<file path="config.mk">
export PLATFORM = sky130hd
export DESIGN_NAME = fpu_div_sched
export DESIGN_NICKNAME = d
export VERILOG_FILES = /design/src/rtl/fpu_div_sched.sv
export SDC_FILE = /design/constraint.sdc
export NUM_CORES = 1
export LEC_CHECK = 0
export BUFFER_PORTS_ARGS = -buffer_cell sky130_fd_sc_hd__clkbuf_2
export CAP_MARGIN = 0
export CORE_ASPECT_RATIO = 1.75
export CORE_MARGIN = 10
export CORE_UTILIZATION = 41
export CTS_CLUSTER_SIZE = 24
export DETAILED_ROUTE_END_ITERATION = 8
export PLACE_DENSITY = 0.76
export REMOVE_ABC_BUFFERS = 1
export SETUP_SLACK_MARGIN = 0.2
export SYNTH_ARGS = -nofsm -noshare
export SYNTH_HDL_FRONTEND = slang
export SYNTH_SLANG_ARGS = --single-unit
</file>
<file path="constraint.sdc">
create_clock -name clk -period 5.03 [get_ports clk]
set_input_delay 1.006 -clock clk [delete_from_list [all_inputs] [get_ports clk]]
set_output_delay 1.006 -clock clk [all_outputs]
set_load 0.005 [all_outputs]
</file>
<file path="src/rtl/fpu_div_sched.sv">
// Round-robin front end that time-shares one Goldschmidt divider between NREQ issue ports.
// One divide is in flight at a time. A zero divisor is answered locally, and a stuck divider is answered with an error after TIMEOUT cycles.
module fpu_div_sched #(
  parameter int NREQ    = 2,
  parameter int TIMEOUT = 255
) (
  input  logic                 clk,
  input  logic                 clrn,
  input  logic [NREQ-1:0]      req_valid,
  output logic [NREQ-1:0]      req_ready,
  input  logic [32*NREQ-1:0]   req_dividend,
  input  logic [32*NREQ-1:0]   req_divisor,
  output logic [31:0]          div_dividend,
  output logic [31:0]          div_divisor,
  output logic                 div_start,
  input  logic                 div_busy,
  input  logic                 div_ready,
  input  logic [31:0]          div_quotient,
  input  logic [31:0]          div_rem,
  output logic                 rsp_valid,
  input  logic                 rsp_ready,
  output logic [1:0]           rsp_id,
  output logic [31:0]          rsp_quotient,
  output logic [31:0]          rsp_rem,
  output logic                 rsp_err
);
  typedef enum logic [2:0] {IDLE, START, DRAIN, RUN, RESP} state_t;

  typedef struct packed {
    logic [1:0]  id;
    logic [31:0] quo;
    logic [31:0] rem;
    logic        err;
  } rsp_t;

  localparam logic [1:0]  LAST  = 2'(NREQ - 1);
  localparam logic [15:0] TLAST = 16'(TIMEOUT - 1);

  state_t            state;
  rsp_t              rsp_r;
  logic [1:0]        rr_ptr;
  logic [15:0]       tcnt;
  logic [NREQ-1:0]   gnt;
  logic [1:0]        gnt_id;
  logic              found;
  logic [31:0]       sel_a, sel_b;
  logic              unused_busy;

  assign unused_busy = div_busy;

  // First valid requester at or after rr_ptr, wrapping.
  always_comb begin
    gnt    = '0;
    gnt_id = '0;
    found  = 1'b0;
    for (int k = 0; k < NREQ; k++)
      for (int i = 0; i < NREQ; i++)
        if (!found && req_valid[i] && i == (int'(rr_ptr) + k) % NREQ) begin
          found  = 1'b1;
          gnt[i] = 1'b1;
          gnt_id = 2'(i);
        end
  end

  always_comb begin
    sel_a = '0;
    sel_b = '0;
    for (int i = 0; i < NREQ; i++)
      if (gnt[i]) begin
        sel_a = req_dividend[32*i +: 32];
        sel_b = req_divisor[32*i +: 32];
      end
  end

  assign req_ready    = (state == IDLE && !clrn) ? gnt : '0;
  assign rsp_id       = rsp_r.id;
  assign rsp_quotient = rsp_r.quo;
  assign rsp_rem      = rsp_r.rem;
  assign rsp_err      = rsp_r.err;

  always_ff @(posedge clk or posedge clrn) begin
    if (clrn) begin
      state        <= IDLE;
      rr_ptr       <= '0;
      tcnt         <= '0;
      div_start    <= 1'b0;
      div_dividend <= '0;
      div_divisor  <= '0;
      rsp_valid    <= 1'b0;
      rsp_r        <= '0;
    end else begin
      div_start <= 1'b0;
      case (state)
        IDLE: if (found) begin
          div_dividend <= sel_a;
          div_divisor  <= sel_b;
          rsp_r.id     <= gnt_id;
          rr_ptr       <= (gnt_id == LAST) ? 2'd0 : gnt_id + 2'd1;
          if (sel_b[30:0] == 31'd0) begin
            rsp_r.quo <= {sel_a[31] ^ sel_b[31], 8'hFF, 23'h0};
            rsp_r.rem <= '0;
            rsp_r.err <= 1'b0;
            rsp_valid <= 1'b1;
            state     <= RESP;
          end else begin
            tcnt      <= '0;
            div_start <= 1'b1;
            state     <= START;
          end
        end
        START: state <= DRAIN;
        // A ready level left high by the previous divide must fall before the result can be trusted.
        DRAIN: if (tcnt == TLAST) begin
          rsp_r.quo <= 32'h7FC00000;
          rsp_r.rem <= '0;
          rsp_r.err <= 1'b1;
          rsp_valid <= 1'b1;
          state     <= RESP;
        end else begin
          tcnt <= tcnt + 16'd1;
          if (!div_ready) state <= RUN;
        end
        RUN: if (div_ready) begin
          rsp_r.quo <= div_quotient;
          rsp_r.rem <= div_rem;
          rsp_r.err <= 1'b0;
          rsp_valid <= 1'b1;
          state     <= RESP;
        end else if (tcnt == TLAST) begin
          rsp_r.quo <= 32'h7FC00000;
          rsp_r.rem <= '0;
          rsp_r.err <= 1'b1;
          rsp_valid <= 1'b1;
          state     <= RESP;
        end else begin
          tcnt <= tcnt + 16'd1;
        end
        RESP: if (rsp_ready) begin
          rsp_valid <= 1'b0;
          state     <= IDLE;
        end
        default: state <= IDLE;
      endcase
    end
  end
endmodule

</file>
==> run_results.csv <==
group,metric,value,unit
yosys,ys_warn_count,0,
job,max-cap-violations,0,
setup_path,critPathCaptureType,"output pin",
floorplan,die_area,0.02167,mm2
global_routing,grt_max_degree,91,
setup_path,worstPathRequired,4020,ps
setup_path,r2r_end,"rsp_quotient[31]$_DFFE_PP0P_",
layout,drive_gt1_share,40.40,%
timing,fin_ws,1438,ps
timing,slew_viol_final,0,
global_routing,grt_pass1_vias,6422,
timing,hold_viol,0,
setup_path,path_class,"in2out",
yosys,synth_seq_area_share,57.94,%
timing,worst_pin_slew,1080,ps
clocking,hold_buffers,0,
routing,postRouteAntennaNets,0,
timing,relSlewSlack,27.74,%
yosys,synthArstFlopShare,100.0,%
layout,area_delta_synth_final,36.55,%
global_routing,grt_usage,21.37,%
pwr,p_sw,1.939,mW
routing,finalWirelength,23.75,mm
setup_path,rr_worst_depth,7,
yosys,ys_seq_elements,152,
placement,place_congestion,0.8801,
setup_path,r2r_slack,1970,ps
routing,post-route-drc-count,0,
setup_path,reg2reg_from,"tcnt[0]$_DFFE_PP0P_",
yosys,synth_ff_type,"dfrtp_1",
routing,routedWlPerCell,20.98,um
pwr,p_leak,4.442,nW
min_path,hold_end,"rsp_quotient[23]$_DFFE_PP0P_",
clocking,cts_tree,"done",
setup_path,cp_cell_sequence,"clkbuf_2 -> a21boi_4 -> buf_4 -> nor3b_1 -> clkbuf_2",
pwr,powerDensity,582.3,mW/mm2
setup_path,critPathMaxFanout,53,
yosys,synth_area,0.006565,mm2
layout,diodes,0,
pwr,p_seq_share,37.8,%
layout,fill_cells,1435,
floorplan,start_util,41.55,%
pwr,vdd_drop_max,0.3539,mV
layout,nets,1132,
layout,regArea,0.003804,mm2
floorplan,die_h,187.4,um
pwr,power,5.220,mW
routing,route.vias.total,6430,
routing,firstDrtPassIters,5,
clocking,clk_latency,420,ps
clocking,cts_buffer_depth,2,
routing,dr.first_iter.drc_count,512,
routing,viasPerCell,5.680,
setup_path,cp_common_cell,"clkbuf_2",
pwr,pwr-share-comb,37.8,%
floorplan,core_area,0.01580,mm2
global_routing,grt_pass1_wl,36.05,mm
yosys,synth_cells,621,
layout,multi_input_area,0.002585,mm2
timing,clock.fmax,278.4,MHz
pwr,p_clk_share,24.5,%
yosys,synth.avg_cell_area,10.57,um2
min_path,min_path_type,"reg2reg",
floorplan,rows,61,
placement,pre_cts_ws,1328,ps
clocking,htreeDepth,4,
min_path,hold_path_depth,1,
clocking,numCtsBuffers,17,
setup_path,critical_path.max_stage_delay,550,ps
timing,skew,9.391,ps
min_path,holdCritStartpoint,"rsp_quotient[23]$_DFFE_PP0P_",
pwr,p_int,3.281,mW
setup_path,cp_top_family,"buffers and inverters",
clocking,clk_pin_slew_worst_paths,60,ps
timing,grt_setup_unrepaired,"false",
clocking,post-cts-setup-buffers,0,
global_routing,antenna_found_initial,0,
setup_path,worstPathArrival,2590,ps
placement,portBuffers,331,
clocking,clock-sinks,152,
floorplan,die_x,115.7,um
placement,hpwlAfterDp,18.17,mm
timing,setup_tns,0,ps
outcome,outcome,"finished clean",
yosys,ys_types,44,
layout,post-route-util,56.74,%
clocking,cts_root_buffer,"clkbuf_16",
timing,fin_crit_sh,71.42,%
setup_path,crit_slowest_cell,"buf_4",
setup_path,cp-start-kind,"primary input",
global_routing,grt-ovfl-total,0,
timing,fin_crit,3592,ps
timing,setup_viol,0,
clocking,cts_resized,0,
yosys,synth_edf_count,0,
setup_path,cp_num_buf_inv,3,
pwr,switching_share,37.15,%
floorplan,io_pins,334,
Yosys cell counts (4+ instances only):
master    instances  area share (%)
nor3_1            7            0.53
inv_1             6            0.34
o211ai_1          4            0.46
dfrtp_1         152              58
o22a_1            8             1.1
o31ai_1           6            0.69
nor4_1           15             1.4
a221oi_1         63             8.4
nand4_1           8            0.76
or3_1             5            0.48
a21oi_1          15             1.1
nand2_1          18             1.0
clkbuf_1         42             2.4
buf_1             5            0.29
a22o_1           56             7.5
or4_1            10             1.1
o21ai_0          14             1.1
nor2_1          137             7.8
nand3_1          11            0.84
registers in the layout, indices dropped and copies added, names as in the netlist:
name / flops
div_divisor: 32
rsp_err: 1
rsp_id: 1
rsp_rem: 32
state: 3
tcnt: 16
rr_ptr: 1
rsp_quotient: 32
div_start: 1
rsp_valid: 1
div_dividend: 32
logic make-up after synthesis:
| group | after synthesis | share of synthesized area [%] |
|---|---|---|
| and+or+nand+nor | 228 | 15.97 |
| AOI/OAI and AO/OA | 183 | 22.43 |
| DFF | 152 | 57.94 |
| buffers and inverters | 55 | 3.221 |
| adders and majority gates | 2 | 0.3811 |
| other | 1 | 0.05712 |
layout make-up:
type | instances | share of cell area, %
Tap cell | 189 | 2.638
Timing Repair Buffer | 340 | 19.23
Sequential cell | 152 | 42.43
Inverter | 6 | 0.3070
Clock buffer | 20 | 4.871
Multi-Input combinational cell | 414 | 28.83
Clock inverter | 11 | 1.689
worst max path at each step:
| stage | from | endpoint | cells after the start |
|---|---|---|---|
| floorplan | req_valid[0] | state[2]$_DFFE_PP0P_ | 5 |
| global placement | req_divisor[23] | rsp_quotient[31]$_DFFE_PP0P_ | 7 |
| detailed placement | req_divisor[55] | rsp_quotient[31]$_DFFE_PP0P_ | 7 |
| CTS | req_valid[0] | req_ready[0] | 5 |
| global route | req_valid[0] | req_ready[0] | 5 |
| finish | req_valid[0] | req_ready[0] | 5 |
metal layers:
metal | track usage (%) | wire length, um | vias to the layer above
li1 | - | - | 2964
met1 | 24.20 | 8887 | 3135
met2 | 37.41 | 12550 | 283
met3 | 5.170 | 1586 | 48
met4 | 8.075 | 727 | 0
met5 | 0 | 0 | -
cell usage in the layout (no fill, tap or decap), drive strengths merged, types with 2 or more instances in the layout:
cell and instances:
clkinvlp 4, nor2b 2, a21oi 15, a211oi 2, or4 10, a22o 56
buf 9, o41ai 2, nor3 7, o21a 3, o211ai 4, and2 3
clkinv 4, nand2 18, dfrtp 152, bufinv 3, o31ai 6, ha 2
a221oi 63, and3 3, inv 6, nand3 11, nor2 137, nor4 15
clkbuf 351, or3 5, nand2b 3, o22a 8, a31oi 3, nand4 8
o21ai 15
power by group through the flow:
stage	Combinational (mW)	Sequential, mW	Clock, mW
global placement	1.97	1.97	0
floorplan	0.979	2.00	0
detailed placement	2.00	1.99	0
finish	1.97	1.97	1.28
CTS	2.01	1.97	1.31
global route	2.19	2.03	1.35
stage by stage:
stage | cells | hold slack, ps | instance area, um2
after floorplan | 572 | 473.3 | 6376
after global placement | 1101 | 469.8 | 8377
after detailed placement | 1101 | 477.0 | 8377
after CTS | 1132 | 491.6 | 8965
after global routing | 1132 | 507.1 | 8965
final | 1132 | 486.3 | 8965
Power figures use the tool's default switching activity.
